--- src/rtl/tmds_pkg.sv ---
// Shared TMDS definitions: control tokens, token selection and disparity type.
package tmds_pkg;

  localparam logic [9:0] CTRLTOKEN0 = 10'h354;
  localparam logic [9:0] CTRLTOKEN1 = 10'h0AB;
  localparam logic [9:0] CTRLTOKEN2 = 10'h154;
  localparam logic [9:0] CTRLTOKEN3 = 10'h2AB;

  // Running disparity: 5-bit two's complement, legal range -8..+8.
  typedef logic signed [4:0] disp_t;

  // Map {C1,C0} to the control token sent during blanking.
  function automatic logic [9:0] ctrl_token(input logic [1:0] c);
    logic [9:0] tok;
    case (c)
      2'b00:   tok = CTRLTOKEN0;
      2'b01:   tok = CTRLTOKEN1;
      2'b10:   tok = CTRLTOKEN2;
      2'b11:   tok = CTRLTOKEN3;
      default: tok = CTRLTOKEN0;
    endcase
    return tok;
  endfunction

endpackage

--- src/rtl/tmds_encoder_if.sv ---
// Pixel-side bus of one TMDS channel: DE/C0/C1/data in, character and blank flag out.
interface tmds_encoder_if;
  logic       pde;
  logic       pc0;
  logic       pc1;
  logic [7:0] pdata;
  logic [9:0] pq;
  logic       pblank_short;

  modport master (output pde, pc0, pc1, pdata, input pq, pblank_short);
  modport slave  (input pde, pc0, pc1, pdata, output pq, pblank_short);
endinterface

--- src/rtl/tmds_ones8.sv ---
// Combinational population count of an 8-bit word.
module tmds_ones8 (
  input  logic [7:0] d_i,
  output logic [3:0] n_o
);

  // Sum the set bits of the input word
  always_comb begin
    n_o = 4'd0;
    for (int i = 0; i < 8; i++) begin
      n_o = n_o + {3'b000, d_i[i]};
    end
  end

endmodule

--- src/rtl/tmds_encoder.sv ---
// Single-channel DVI/TMDS 8b/10b encoder with blanking-length monitor.
// Pipeline: input register -> stage 1 (q_m) -> stage 2 (n1q/n0q) -> stage 3 (pq, disparity).
module tmds_encoder
  import tmds_pkg::*;
#(
  parameter int kMinBlank = 300
) (
  input  logic          pixelclk,
  input  logic          prst_n,
  tmds_encoder_if.slave bus
);

  localparam int              BW        = $clog2(kMinBlank + 1);
  localparam logic [BW-1:0]   BLANK_MAX = BW'(kMinBlank);

  // Input register
  logic       de0_q;
  logic [1:0] c0_q;
  logic [7:0] d0_q;
  // Stage 1 register
  logic       de1_q;
  logic [1:0] c1_q;
  logic [8:0] qm1_q;
  // Stage 2 register
  logic       de2_q;
  logic [1:0] c2_q;
  logic [8:0] qm2_q;
  logic [3:0] n1q2_q;
  logic [3:0] n0q2_q;
  // Stage 3 / output register
  logic [9:0]    pq_q,    pq_d;
  disp_t         disp_q,  disp_d;
  logic          de3_q;
  logic [BW-1:0] blank_q, blank_d;
  logic          pulse_q, pulse_d;

  // Combinational intermediates
  logic [3:0] n1d_s;
  logic [3:0] n1q_s;
  logic       use_xnor_s;
  logic [8:0] qm_s;
  disp_t      diff_s;
  disp_t      two_s;
  disp_t      two_n_s;

  tmds_ones8 u_ones_d (.d_i(d0_q),       .n_o(n1d_s));
  tmds_ones8 u_ones_q (.d_i(qm1_q[7:0]), .n_o(n1q_s));

  // Stage 1: transition minimisation, XNOR chain for dense words, XOR otherwise
  always_comb begin
    use_xnor_s = (n1d_s > 4'd4) || ((n1d_s == 4'd4) && (d0_q[0] == 1'b0));
    qm_s       = 9'd0;
    qm_s[0]    = d0_q[0];
    for (int i = 1; i < 8; i++) begin
      if (use_xnor_s) begin
        qm_s[i] = ~(qm_s[i-1] ^ d0_q[i]);
      end else begin
        qm_s[i] = qm_s[i-1] ^ d0_q[i];
      end
    end
    qm_s[8] = ~use_xnor_s;
  end

  // Stage 3: DC balancing on data, control tokens and disparity reset on blanking
  always_comb begin
    diff_s  = disp_t'({1'b0, n1q2_q}) - disp_t'({1'b0, n0q2_q});
    two_s   = qm2_q[8] ? 5'sd2 : 5'sd0;
    two_n_s = qm2_q[8] ? 5'sd0 : 5'sd2;
    pq_d    = CTRLTOKEN0;
    disp_d  = disp_q;
    if (!de2_q) begin
      pq_d   = ctrl_token(c2_q);
      disp_d = 5'sd0;
    end else if ((disp_q == 5'sd0) || (n1q2_q == n0q2_q)) begin
      pq_d = {~qm2_q[8], qm2_q[8], qm2_q[8] ? qm2_q[7:0] : ~qm2_q[7:0]};
      if (qm2_q[8]) begin
        disp_d = disp_q + diff_s;
      end else begin
        disp_d = disp_q - diff_s;
      end
    end else if ((!disp_q[4] && (n1q2_q > n0q2_q)) || (disp_q[4] && (n0q2_q > n1q2_q))) begin
      pq_d   = {1'b1, qm2_q[8], ~qm2_q[7:0]};
      disp_d = disp_q + two_s - diff_s;
    end else begin
      pq_d   = {1'b0, qm2_q[8], qm2_q[7:0]};
      disp_d = disp_q + diff_s - two_n_s;
    end
  end

  // Blank monitor: saturating count of stage-3 blanking, flag short intervals on DE rise
  always_comb begin
    blank_d = blank_q;
    pulse_d = 1'b0;
    if (de2_q) begin
      if (!de3_q) begin
        pulse_d = (blank_q < BLANK_MAX);
      end else begin
        pulse_d = 1'b0;
      end
      blank_d = '0;
    end else begin
      if (blank_q < BLANK_MAX) begin
        blank_d = blank_q + BW'(1);
      end else begin
        blank_d = blank_q;
      end
    end
  end

  // Input, stage 1 and stage 2 pipeline registers; reset discards contents as blanking C=00
  always_ff @(posedge pixelclk) begin
    if (!prst_n) begin
      de0_q  <= 1'b0;
      c0_q   <= 2'b00;
      d0_q   <= 8'h00;
      de1_q  <= 1'b0;
      c1_q   <= 2'b00;
      qm1_q  <= 9'h000;
      de2_q  <= 1'b0;
      c2_q   <= 2'b00;
      qm2_q  <= 9'h000;
      n1q2_q <= 4'd0;
      n0q2_q <= 4'd0;
    end else begin
      de0_q  <= bus.pde;
      c0_q   <= {bus.pc1, bus.pc0};
      d0_q   <= bus.pdata;
      de1_q  <= de0_q;
      c1_q   <= c0_q;
      qm1_q  <= qm_s;
      de2_q  <= de1_q;
      c2_q   <= c1_q;
      qm2_q  <= qm1_q;
      n1q2_q <= n1q_s;
      n0q2_q <= 4'd8 - n1q_s;
    end
  end

  // Stage 3 registers: output character, running disparity and blank monitor state
  always_ff @(posedge pixelclk) begin
    if (!prst_n) begin
      pq_q    <= CTRLTOKEN0;
      disp_q  <= 5'sd0;
      de3_q   <= 1'b0;
      blank_q <= '0;
      pulse_q <= 1'b0;
    end else begin
      pq_q    <= pq_d;
      disp_q  <= disp_d;
      de3_q   <= de2_q;
      blank_q <= blank_d;
      pulse_q <= pulse_d;
    end
  end

  assign bus.pq           = pq_q;
  assign bus.pblank_short = pulse_q;

endmodule

--- src/flat_wrapper.sv ---
// flat-port wrapper written by rule: the top's interface ports become plain ports
module tmds_encoder_flat import tmds_pkg::*;
#(
  parameter int kMinBlank = 300
)
  (pixelclk, prst_n, bus_pde, bus_pc0, bus_pc1, bus_pdata, bus_pq, bus_pblank_short);
  tmds_encoder_if bus_i ();
  input  logic pixelclk;
  input  logic prst_n;
  input wire logic [$bits(bus_i.pde)-1:0] bus_pde;
  input wire logic [$bits(bus_i.pc0)-1:0] bus_pc0;
  input wire logic [$bits(bus_i.pc1)-1:0] bus_pc1;
  input wire logic [$bits(bus_i.pdata)-1:0] bus_pdata;
  output wire logic [$bits(bus_i.pq)-1:0] bus_pq;
  output wire logic [$bits(bus_i.pblank_short)-1:0] bus_pblank_short;
  assign bus_i.pde = bus_pde;
  assign bus_i.pc0 = bus_pc0;
  assign bus_i.pc1 = bus_pc1;
  assign bus_i.pdata = bus_pdata;
  assign bus_pq = bus_i.pq;
  assign bus_pblank_short = bus_i.pblank_short;
  tmds_encoder #(.kMinBlank(kMinBlank)) u_core (.pixelclk(pixelclk), .prst_n(prst_n), .bus(bus_i));
endmodule
--- config.mk ---
export PLATFORM = sky130hd
export DESIGN_NAME = tmds_encoder_flat
export DESIGN_NICKNAME = d
export VERILOG_FILES = /design/src/rtl/tmds_pkg.sv /design/src/rtl/tmds_encoder_if.sv /design/src/rtl/tmds_ones8.sv /design/src/rtl/tmds_encoder.sv /design/src/flat_wrapper.sv
export SDC_FILE = /design/constraint.sdc
export NUM_CORES = 1
export LEC_CHECK = 0
export ABC_AREA = 1
export CAP_MARGIN = 20
export CORE_MARGIN = 10
export CORE_UTILIZATION = 40
export DETAILED_ROUTE_END_ITERATION = 10
export GPL_TIMING_DRIVEN = 1
export PLACE_DENSITY_LB_ADDON = 0.12
export SYNTH_ARGS = -nofsm -noshare
export SYNTH_HDL_FRONTEND = slang
export SYNTH_HIERARCHICAL = 1
export SYNTH_SLANG_ARGS = --single-unit
--- constraint.sdc ---
create_clock -name pixelclk -period 10.8 [get_ports pixelclk]
set_input_delay 1.08 -clock pixelclk [delete_from_list [all_inputs] [get_ports pixelclk]]
set_output_delay 1.08 -clock pixelclk [all_outputs]
set_load 0.01 [all_outputs]
==> impl_metrics.tcl <==
set metrics [dict create \
    clkPwrFrac_pct 24.6 \
    cts_hold_buf 0 \
    num_rows 34 \
    whs_ns 0.3951 \
    worstSetupPathType "reg -> reg" \
    period_needed_ns 3.820 \
    synth_seq_cells 67 \
    crit_chain "inv_1, fa_1, fa_1, fa_1, inv_1, ha_1, inv_1, fa_1, inv_1, nor2_2, nand2_2, nand2_1, nand2_1, nand3_2, nand2_2, nand2_2, nand2_1, nand2_1, nand2_1, nor2_1, nor2_1" \
    end_kind "flop" \
    tns_ns 0 \
    syn_nets 531 \
    postCtsSetupBuffers 0 \
    area_delta_synth_final_pct 15.09 \
    max_clock_freq_mhz 261.8 \
    path_clk_slew_ns 0.07 \
    clock_latency_ns 0.34 \
    numCtsBuffers 9 \
    switchingPower_mw 0.3599 \
    finalSetupViolations 0 \
    pwr-share-comb_pct 45.0 \
    yosysTopAreaCell "dfxtp_1" \
    peakVddDrop_mv 0.07623 \
    period_share_pct 35.37 \
    cp-start-kind "flop" \
    p_leak_nw 2.172 \
    path_common_cell "nand2_1" \
    cp_slowest_cell "fa_1" \
    ios 24 \
    vias 2789 \
    synth.most_common_cell "inv_1" \
    htreeDepth 3 \
    ys_seq_area_share_pct 36.76 \
    via_per_inst 4.506 \
    grtUsageTotal_pct 11.01 \
    holdPathStages 1 \
    grt_setup_unrepaired "false" \
    p_sw_share_pct 39.16 \
    synthDistinctLibCells 31 \
    clock_skew_ns 0.006496 \
    p_int_mw 0.5592 \
    synth-main-ff-cell "dfxtp_1" \
    place_congestion 0.8533 \
    num-nets-final 558 \
    drt-initial-drc-count 96 \
    fp.coreArea_um2 8806 \
    cts_max_path_buffers 2 \
    cts_resized 0 \
    routed_wl_um 6633 \
    crit_path_max_fanout 5 \
    status "complete, no violations" \
    clock_sinks 67 \
    portBuffers 23 \
    worst_pin_slew_ns 0.5367 \
    required_ns 11.04 \
    drc 0 \
    reg2reg_depth 21 \
    drive_gt1_share_pct 8.415 \
    die_w_um 115.5 \
    die_area_um2 13340 \
    crit_arrival_ns 4.06 \
    async_flop_share_pct 0 \
    root_buffer "clkbuf_8" \
    pwr_density_cell_nw_per_um2 218.9 \
    wl_per_cell_um 10.72 \
    maxSlewViolCount 0 \
    syn_inst 479 \
    diodes 0 \
    grt_pass1_wl_um 11950 \
    antenna_left 0 \
    yosys.area.top_type_share_pct 36.76 \
    syn_area_um2 3648 \
    hp-class "reg -> reg" \
    cts_tree "yes" \
    max_stage_delay_ns 0.55 \
    postSynthAreaPerCell_um2 7.617 \
    yosys_warnings 6 \
    seq_power_share_pct 30.4 \
    grt_max_degree 37 \
    grt_pass1_vias 2762 \
    hold_viol_final 0 \
    synth_enable_flop_cells 0 \
    antenna_found_initial 0 \
    synth.top_cells.by_count "inv_1 (118), nand2_1 (101), dfxtp_1 (67)" \
    synthTopCellsByArea "dfxtp_1 (37%), inv_1 (12%), nand2_1 (10%)" \
    die_h_um 115.5 \
    dp_hpwl_um 5101 \
    maxSlewHeadroom_pct 64.09 \
    firstDrtPassIters 4 \
    initial_core_util_pct 41.43 \
    maxCapViolations 0 \
    grt_overflow_total 0 \
]
flip-flops by register name, summed over array words and instances (netlist names):
| register | flops |
|---|---|
| u_core/bus.pq | 10 |
| u_core/blank_q | 9 |
| u_core/qm1_q | 9 |
| u_core/qm2_q | 9 |
| u_core/d0_q | 8 |
| u_core/disp_q | 5 |
| u_core/n0q2_q | 3 |
| u_core/n1q2_q | 3 |
| u_core/c0_q | 2 |
| u_core/c1_q | 2 |
| u_core/c2_q | 2 |
| u_core/bus.pblank_short | 1 |
| u_core/de0_q | 1 |
| u_core/de1_q | 1 |
| u_core/de2_q | 1 |
| u_core/de3_q | 1 |
per-stage QoR:
| stage | power (mW) | std cells | util [%] | instance area (um^2) | setup slack (ns) |
|---|---|---|---|---|---|
| 2_1_floorplan | 0.6183 | 479 | - | 3649 | 7.274 |
| 3_3_place_gp | 0.6935 | 603 | 45.21 | 3981 | 7.139 |
| 3_5_place_dp | 0.7007 | 603 | 45.21 | 3981 | 6.996 |
| 4_1_cts | 0.9332 | 619 | 47.68 | 4199 | 6.972 |
| 5_1_grt | 1.009 | 619 | 47.68 | 4199 | 6.635 |
| 6_report | 0.9191 | 619 | 47.68 | 4199 | 6.980 |
placed cells by master, fill, tap and decap left out, types with 3 or more instances in the layout:
| cell type | n |
|---|---|
| inv_1 | 118 |
| nand2_1 | 101 |
| dfxtp_1 | 67 |
| nor2_1 | 28 |
| ha_1 | 27 |
| clkdlybuf4s50_1 | 23 |
| a21oi_1 | 23 |
| nand3_1 | 22 |
| o21ai_0 | 17 |
| fa_1 | 12 |
| nand2_2 | 10 |
| clkbuf_8 | 9 |
| nand3_2 | 9 |
| xor2_1 | 7 |
| nor3_1 | 6 |
| xnor2_1 | 5 |
| o21ai_1 | 3 |
critical path: cells and delay by family, from the launching register on:
family,cells,cell delay (ns)
adder cells (fa/ha/maj),5,2.05
buffers and inverters,4,0.27
flip-flops,1,0.41
AND/OR/NAND/NOR,12,1.00
logic make-up (layout without fill, tap and decap cells):
logic type / after synthesis / count (layout) / share of synthesized area [%]
compound gates: 52 / 52 / 8.642
xor+xnor: 12 / 12 / 2.881
fa+ha+maj: 39 / 39 / 15.84
buf+inv: 128 / 160 / 13.44
flops: 67 / 67 / 36.76
simple gates: 181 / 181 / 22.43
power by group through the flow:
| stage | clock network [mW] | registers, mW | logic (mW) |
|---|---|---|---|
| after CTS | 0.236 | 0.279 | 0.417 |
| after global routing | 0.246 | 0.282 | 0.481 |
| after floorplan | 0 | 0.282 | 0.336 |
| after global placement | 0 | 0.285 | 0.409 |
| final | 0.226 | 0.279 | 0.414 |
| after detailed placement | 0 | 0.285 | 0.416 |
per-layer routing:
metal	global-route usage, %	part of all wire (%)
met5	0	0
met4	4.307	1.6
met3	3.928	5.0
met2	19.03	49
met1	12.12	44
area by class of cell:
cell class                 count  area [um^2]
timing repair buffer          24        237.7
multi-input combinational    284         1817
sequential                    67         1341
clock buffer                  10        127.6
tap                          108        135.1
clock inverter                 6        90.09
inverter                     120        450.4
fill                         896         4607
path summary, 6_finish.rpt:
kind	slack (ns)	from	end
worst max-delay path	6.98	u_core/d0_q[0]	u_core/qm1_q[7]
worst max register to register	6.98	u_core/d0_q[0]	u_core/qm1_q[7]
worst min-delay path	0.40	u_core/de3_q	u_core/bus.pblank_short
worst min register to register	0.40	u_core/de3_q	u_core/bus.pblank_short
Note: power is estimated with default switching activity, not from simulation.
